File: config.mk
export PLATFORM = sky130hd
export DESIGN_NAME = writeback_arbiter
export DESIGN_NICKNAME = d
export VERILOG_FILES = /design/src/rtl/writeback_arbiter_pkg.sv /design/src/rtl/writeback_arbiter_wb_fifo.sv /design/src/rtl/writeback_arbiter.sv
export SDC_FILE = /design/constraint.sdc
export NUM_CORES = 1
export LEC_CHECK = 0
export CAP_MARGIN = 5
export CORE_ASPECT_RATIO = 1.1
export CORE_UTILIZATION = 58
export DETAILED_ROUTE_END_ITERATION = 12
export HOLD_SLACK_MARGIN = 0.06
export PLACE_DENSITY = 0.9
export REMOVE_ABC_BUFFERS = 1
export SLEW_MARGIN = 20
export SYNTH_ARGS = -nofsm -noshare
export SYNTH_HDL_FRONTEND = slang
export SYNTH_SLANG_ARGS = --single-unit
File: constraint.sdc
create_clock -name CLK -period 8.7 [get_ports CLK]
set_input_delay 1.74 -clock CLK [delete_from_list [all_inputs] [get_ports CLK]]
set_output_delay 1.74 -clock CLK [all_outputs]
set_load 0.005 [all_outputs]
File: src/rtl/writeback_arbiter_pkg.sv
// Shared types and defaults for the writeback arbiter: register index, data word,
// the queued writeback entry and a one-hot helper used by the pending mask.
package writeback_arbiter_pkg;

    typedef logic [4:0]  reg_t;
    typedef logic [63:0] dword_t;

    typedef struct packed {
        reg_t   rd;
        dword_t wdata;
    } wb_entry_t;

    localparam int unsigned WB_DEPTH      = 4;
    localparam int unsigned WB_STARVE_MAX = 3;

    function automatic logic [31:0] rd_onehot(input reg_t rd);
        return 32'(1) << rd;
    endfunction

endpackage

File: src/rtl/writeback_arbiter_wb_fifo.sv
// Synchronous FIFO of writeback entries. Besides the usual head/full/empty it exposes
// per-slot valid bits and destination registers so the parent can build a pending mask.
module wb_fifo
    import writeback_arbiter_pkg::*;
#(
    parameter int unsigned DEPTH = WB_DEPTH
) (
    input  logic                  CLK,
    input  logic                  nRST,
    input  logic                  push,
    input  logic                  pop,
    input  wb_entry_t             din,
    output logic                  full,
    output logic                  empty,
    output wb_entry_t             head,
    output logic [DEPTH-1:0]      entry_valid,
    output reg_t [DEPTH-1:0]      entry_rd
);

    localparam int unsigned AW = $clog2(DEPTH);

    wb_entry_t     mem [DEPTH];
    logic [AW-1:0] wr_ptr;
    logic [AW-1:0] rd_ptr;
    logic [AW:0]   count;
    logic          do_push;
    logic          do_pop;

    assign full    = (count == (AW+1)'(DEPTH));
    assign empty   = (count == '0);
    assign do_push = push && !full;
    assign do_pop  = pop && !empty;
    assign head    = mem[rd_ptr];

    always_ff @(posedge CLK or negedge nRST) begin
        if (!nRST) begin
            wr_ptr <= '0;
            rd_ptr <= '0;
            count  <= '0;
        end else begin
            if (do_push) wr_ptr <= wr_ptr + 1'b1;
            if (do_pop)  rd_ptr <= rd_ptr + 1'b1;
            case ({do_push, do_pop})
                2'b10:   count <= count + 1'b1;
                2'b01:   count <= count - 1'b1;
                default: count <= count;
            endcase
        end
    end

    // Storage needs no reset: slot contents are only ever observed through entry_valid.
    always_ff @(posedge CLK) begin
        if (do_push) mem[wr_ptr] <= din;
    end

    always_comb begin
        entry_valid = '0;
        entry_rd    = '0;
        for (int i = 0; i < DEPTH; i++) begin
            logic [AW-1:0] offset;
            offset         = AW'(i) - rd_ptr;
            entry_valid[i] = ({1'b0, offset} < count);
            entry_rd[i]    = mem[i].rd;
        end
    end

endmodule

File: src/rtl/writeback_arbiter.sv
// Writeback stage: merges the ALU result path and the buffered LSU result path onto the
// single register-file write port, with ALU priority and a starvation stall on the ALU.
module writeback_arbiter
    import writeback_arbiter_pkg::*;
#(
    parameter int unsigned DEPTH      = WB_DEPTH,
    parameter int unsigned STARVE_MAX = WB_STARVE_MAX
) (
    input  logic        CLK,
    input  logic        nRST,
    input  logic        alu_valid,
    input  reg_t        alu_rd,
    input  dword_t      alu_wdata,
    input  logic        lsu_valid,
    output logic        lsu_ready,
    input  reg_t        lsu_rd,
    input  dword_t      lsu_wdata,
    output logic        alu_stall,
    output logic [31:0] pending,
    output logic        rf_RegWrite,
    output reg_t        rf_rd,
    output dword_t      rf_wdata
);

    localparam int unsigned CW = $clog2(STARVE_MAX + 1);

    // LSU handshake: a transfer happens on a rising edge where lsu_valid && lsu_ready.
    // lsu_ready depends only on FIFO occupancy, never on lsu_valid or on a same-cycle pop.
    logic              fifo_push;
    logic              fifo_pop;
    logic              fifo_full;
    logic              fifo_empty;
    wb_entry_t         fifo_head;
    logic [DEPTH-1:0]  entry_valid;
    reg_t [DEPTH-1:0]  entry_rd;
    logic              alu_win;
    logic [CW-1:0]     starve_cnt;

    assign lsu_ready = !fifo_full;
    assign fifo_push = lsu_valid && lsu_ready && (lsu_rd != '0);
    assign alu_win   = alu_valid && (alu_rd != '0);
    assign fifo_pop  = !alu_win && !fifo_empty;

    wb_fifo #(.DEPTH(DEPTH)) u_fifo (
        .CLK         (CLK),
        .nRST        (nRST),
        .push        (fifo_push),
        .pop         (fifo_pop),
        .din         ('{rd: lsu_rd, wdata: lsu_wdata}),
        .full        (fifo_full),
        .empty       (fifo_empty),
        .head        (fifo_head),
        .entry_valid (entry_valid),
        .entry_rd    (entry_rd)
    );

    always_ff @(posedge CLK or negedge nRST) begin
        if (!nRST) begin
            rf_RegWrite <= 1'b0;
            rf_rd       <= '0;
            rf_wdata    <= '0;
        end else if (alu_win) begin
            rf_RegWrite <= 1'b1;
            rf_rd       <= alu_rd;
            rf_wdata    <= alu_wdata;
        end else if (fifo_pop) begin
            rf_RegWrite <= 1'b1;
            rf_rd       <= fifo_head.rd;
            rf_wdata    <= fifo_head.wdata;
        end else begin
            rf_RegWrite <= 1'b0;
        end
    end

    // The stall follows the counter by one edge, so it drops the edge after a pop clears it.
    always_ff @(posedge CLK or negedge nRST) begin
        if (!nRST) begin
            starve_cnt <= '0;
            alu_stall  <= 1'b0;
        end else begin
            alu_stall <= (starve_cnt == CW'(STARVE_MAX));
            if (fifo_empty || fifo_pop) begin
                starve_cnt <= '0;
            end else if (alu_win && (starve_cnt != CW'(STARVE_MAX))) begin
                starve_cnt <= starve_cnt + 1'b1;
            end
        end
    end

    always_comb begin
        pending = '0;
        for (int i = 0; i < DEPTH; i++) begin
            if (entry_valid[i]) pending = pending | rd_onehot(entry_rd[i]);
        end
        if (rf_RegWrite) pending = pending | rd_onehot(rf_rd);
        pending[0] = 1'b0;
    end

endmodule
==> results.md <==
- Status: completed
- Root Driver: clkbuf_16
- CTS Buf Count: 36
- Skew final: 0.02228 ns
- Final Core Density: 74.65%
- Final min period: 5.774 ns
- CP Buf/Inv Count: 2
- Average cell area after synthesis: 13.99 µm²
- Cell depth of the worst flop-to-flop path: 9
- Wirelength per Cell: 25.32 µm
- # diodes: 0
- Hold Buf Count CTS: 0
- Setup Fix Bufs, Post-CTS: 0
- Worst-Skew Late Latency: 0.52 ns
- Yosys top cell by area: edfxtp_1
- CP cell instances: inv_1 -> ha_1 -> a211oi_1 -> nor3b_2 -> a22oi_1 -> nand3_1 -> clkdlybuf4s50_1
- Post-DP HPWL: 26260 µm
- Sequential element share of the synthesized area: 67.65%
- Clock slew at reported path FFs: 0.06 ns
- Initial antenna violation count: 0
- Core Footprint: 25490 µm²
- Die Y-Extent: 171.8 µm
- Fin Setup TNS: 0 ns
- Fraction of layout cells with a size suffix above 1: 11.21%
- Area occupied by multi-input gates: 4627 µm²
- CTS tree: yes
- Final Cycle Share: 66.37%
- Grt met1 use: 41.48%
- Vias per cell: 6.231
- Clock Path Buffers: 3
- Top post-synthesis cells by area: edfxtp_1, dfrtp_1, mux4_2, nand2_1, nor2_1
- Yosys top cell area share: 54.49%
- Delay-heaviest family, CP: flip-flops
- # rows: 61
- P_leak: 6.660 nW
- Min Hold Slack: 0.5390 ns
- Post-cts sizing count: 0
- Die Footprint: 26880 µm²
- Mapped Cells: 1087
- Max-cap violations: 0
- Overall Global Routing Usage: 32.24%
- Grt met3 use: 4.963%
- Final Hold Fails: 0
- Slew @ Worst Pin: 1.117 ns
- Io pins: 246
- ANT nets after route: 0
- Post-synth EDFFs: 276
- Worst Path Arrival: 4.03 ns
- Yosys reg bits: 356
- Initial Utilization: 59.66%
- Final nets: 1473
- Reg area: 10300 µm²
- Critical path class: flip-flop to output port
- Length of the first detailed-routing pass in iterations: 5
- Hold crit path type: flip-flop to flip-flop
- Largest stage delay, worst path: 1.16 ns
- Largest net degree at the start of global routing: 75
- Crit. End Element: output port
- Post-route total power: 6.225 mW
- Slew headroom: 25.55%
- Most numerous cell in the Yosys netlist: edfxtp_1
- Slowest-stage cell, CP: dfrtp_4
- RSZ-0062 raised after global routing: no
- CTS Sinks: 356
- Final Setup Violations: 0
- Max H-tree Level: 2
- Fmax: 173.2 MHz
- Post-Syn Area: 15210 µm²
- DRT Wirelength: 42880 µm
- Gpl congestion: 1.055
- WHS Path Cells: 2
- Met2 usage: 55.12%
- PwrDens: 327.1 nW/µm²
- Async set-reset flop share out of synthesis: 22.47%
- Most frequent cells after synthesis: edfxtp_1, nand2_1, nor2_1
- YS warnings: 0
- First-pass GRT wire length: 62960 µm
- Initial DRC Count: 1056
- Congestion Overflow GR: 0
- Primary flip-flop cell chosen by synthesis mapping: edfxtp_1
- Layout area overhead: 25.12%
- Top Usage Layer GRT: met2
- Critical Path RT: 6.96 ns
- Post-synth cell types: 40
- Final slew viol count: 0
- Critical Path Fanout Max: 73
- Via count: 10550
- Fill cells: 1532
- Critical Path Start Type: flip-flop
- Drc violations: 0
- Die W: 156.4 µm
- # port buffers: 244
- Critical path depth: 7
- Vias in the first global route: 10590
- Worst VDD drop: 0.2163 mV
==> layer usage <==
| metal | part of all wire, % | routed length, µm | up-vias |
|---|---|---|---|
| met4 | 4.1 | 1739 | 0 |
| met2 | 51 | 21780 | 612 |
| li1 | - | - | 4583 |
| met1 | 38 | 16260 | 5251 |
| met5 | 0 | 0 | - |
| met3 | 7.2 | 3100 | 103 |
==> through the flow <==
stage	instance area [µm²]	cells	setup slack, ns
6_report	19030	1693	2.926
5_1_grt	19030	1693	2.743
4_1_cts	19030	1693	2.964
3_5_place_dp	17930	1628	3.536
3_3_place_gp	17930	1628	3.488
2_1_floorplan	14930	1026	2.313
==> layout make-up <==
| class | count | share of cell area [%] |
|---|---|---|
| clock buffers | 51 | 5.345 |
| well taps | 346 | 2.275 |
| inverters | 11 | 0.2170 |
| flip-flops and latches | 356 | 54.11 |
| multi-input cells | 659 | 24.31 |
| clock inverters | 14 | 0.4471 |
| repair buffers | 256 | 13.29 |
==> report_power, final <==
group,internal (mW),switching [mW]
clock network,0.820,0.632
logic,1.02,1.12
registers,2.28,0.350
total,4.12,2.11
==> state kept, by name (all words and copies together) (netlist names) <==
name	count
u_fifo.mem	276
rf_wdata	64
rf_rd	5
u_fifo.count	3
starve_cnt	2
u_fifo.rd_ptr	2
u_fifo.wr_ptr	2
alu_stall	1
rf_RegWrite	1
==> final timing paths <==
check                                  from               end  slack, ns
hold reg to reg                 rf_wdata[8]       rf_wdata[8]       0.54
setup reg to reg            u_fifo.count[2]   u_fifo.count[2]       5.60
min in group asynchronous              nRST      rf_wdata[23]       1.24
setup / recovery           u_fifo.rd_ptr[1]       pending[25]       2.93
max in group asynchronous              nRST  u_fifo.rd_ptr[0]       6.37
hold / removal                  rf_wdata[8]       rf_wdata[8]       0.54
==> kinds of logic (layout without fill, tap and decap cells) <==
kind of cell	Yosys count	in the layout	share of synthesized area (%)
compound gates	141	141	6.186
xor+xnor	8	8	0.4606
fa+ha+maj	11	11	0.9543
buf+inv	72	332	2.122
flops	356	356	67.65
mux	71	71	10.36
other cells	1	1	0.02466
simple gates	427	427	12.24
==> cell usage in the layout, fill, tap and decap left out, types with 4 or more instances in the layout <==
master           netlist  routed
edfxtp_1             276     276
clkdlybuf4s50_1        0     243
nand2_1              181     181
nor2_1               118     118
dfrtp_1               80      78
mux4_2                69      69
a31oi_1               67      67
nand3_1               37      37
clkbuf_16              0      36
nor3_1                36      35
a22oi_1               32      32
a21oi_1               28      28
nand2b_1              21      21
buf_4                  2      13
inv_1                 11      11
nor4_1                10      10
ha_1                  10      10
clkbuf_1              28       9
nor2b_1                7       7
a211oi_2               6       6
clkbuf_8               0       6
clkinv_1               0       5
clkinv_2               0       5
xnor2_1                4       4
a32oi_1                4       4
and2_4                 0       4
xor2_1                 4       4
==> worst reg2reg max path, delay by kind of cell, from the launching register on <==
family | cells | cell delay (ns)
XOR/XNOR | 2 | 0.33
adder cells (fa/ha/maj) | 2 | 0.58
buffers and inverters | 2 | 0.73
flip-flops | 1 | 0.65
AND/OR/NAND/NOR | 3 | 0.73
(Power assumes the default switching activity.)
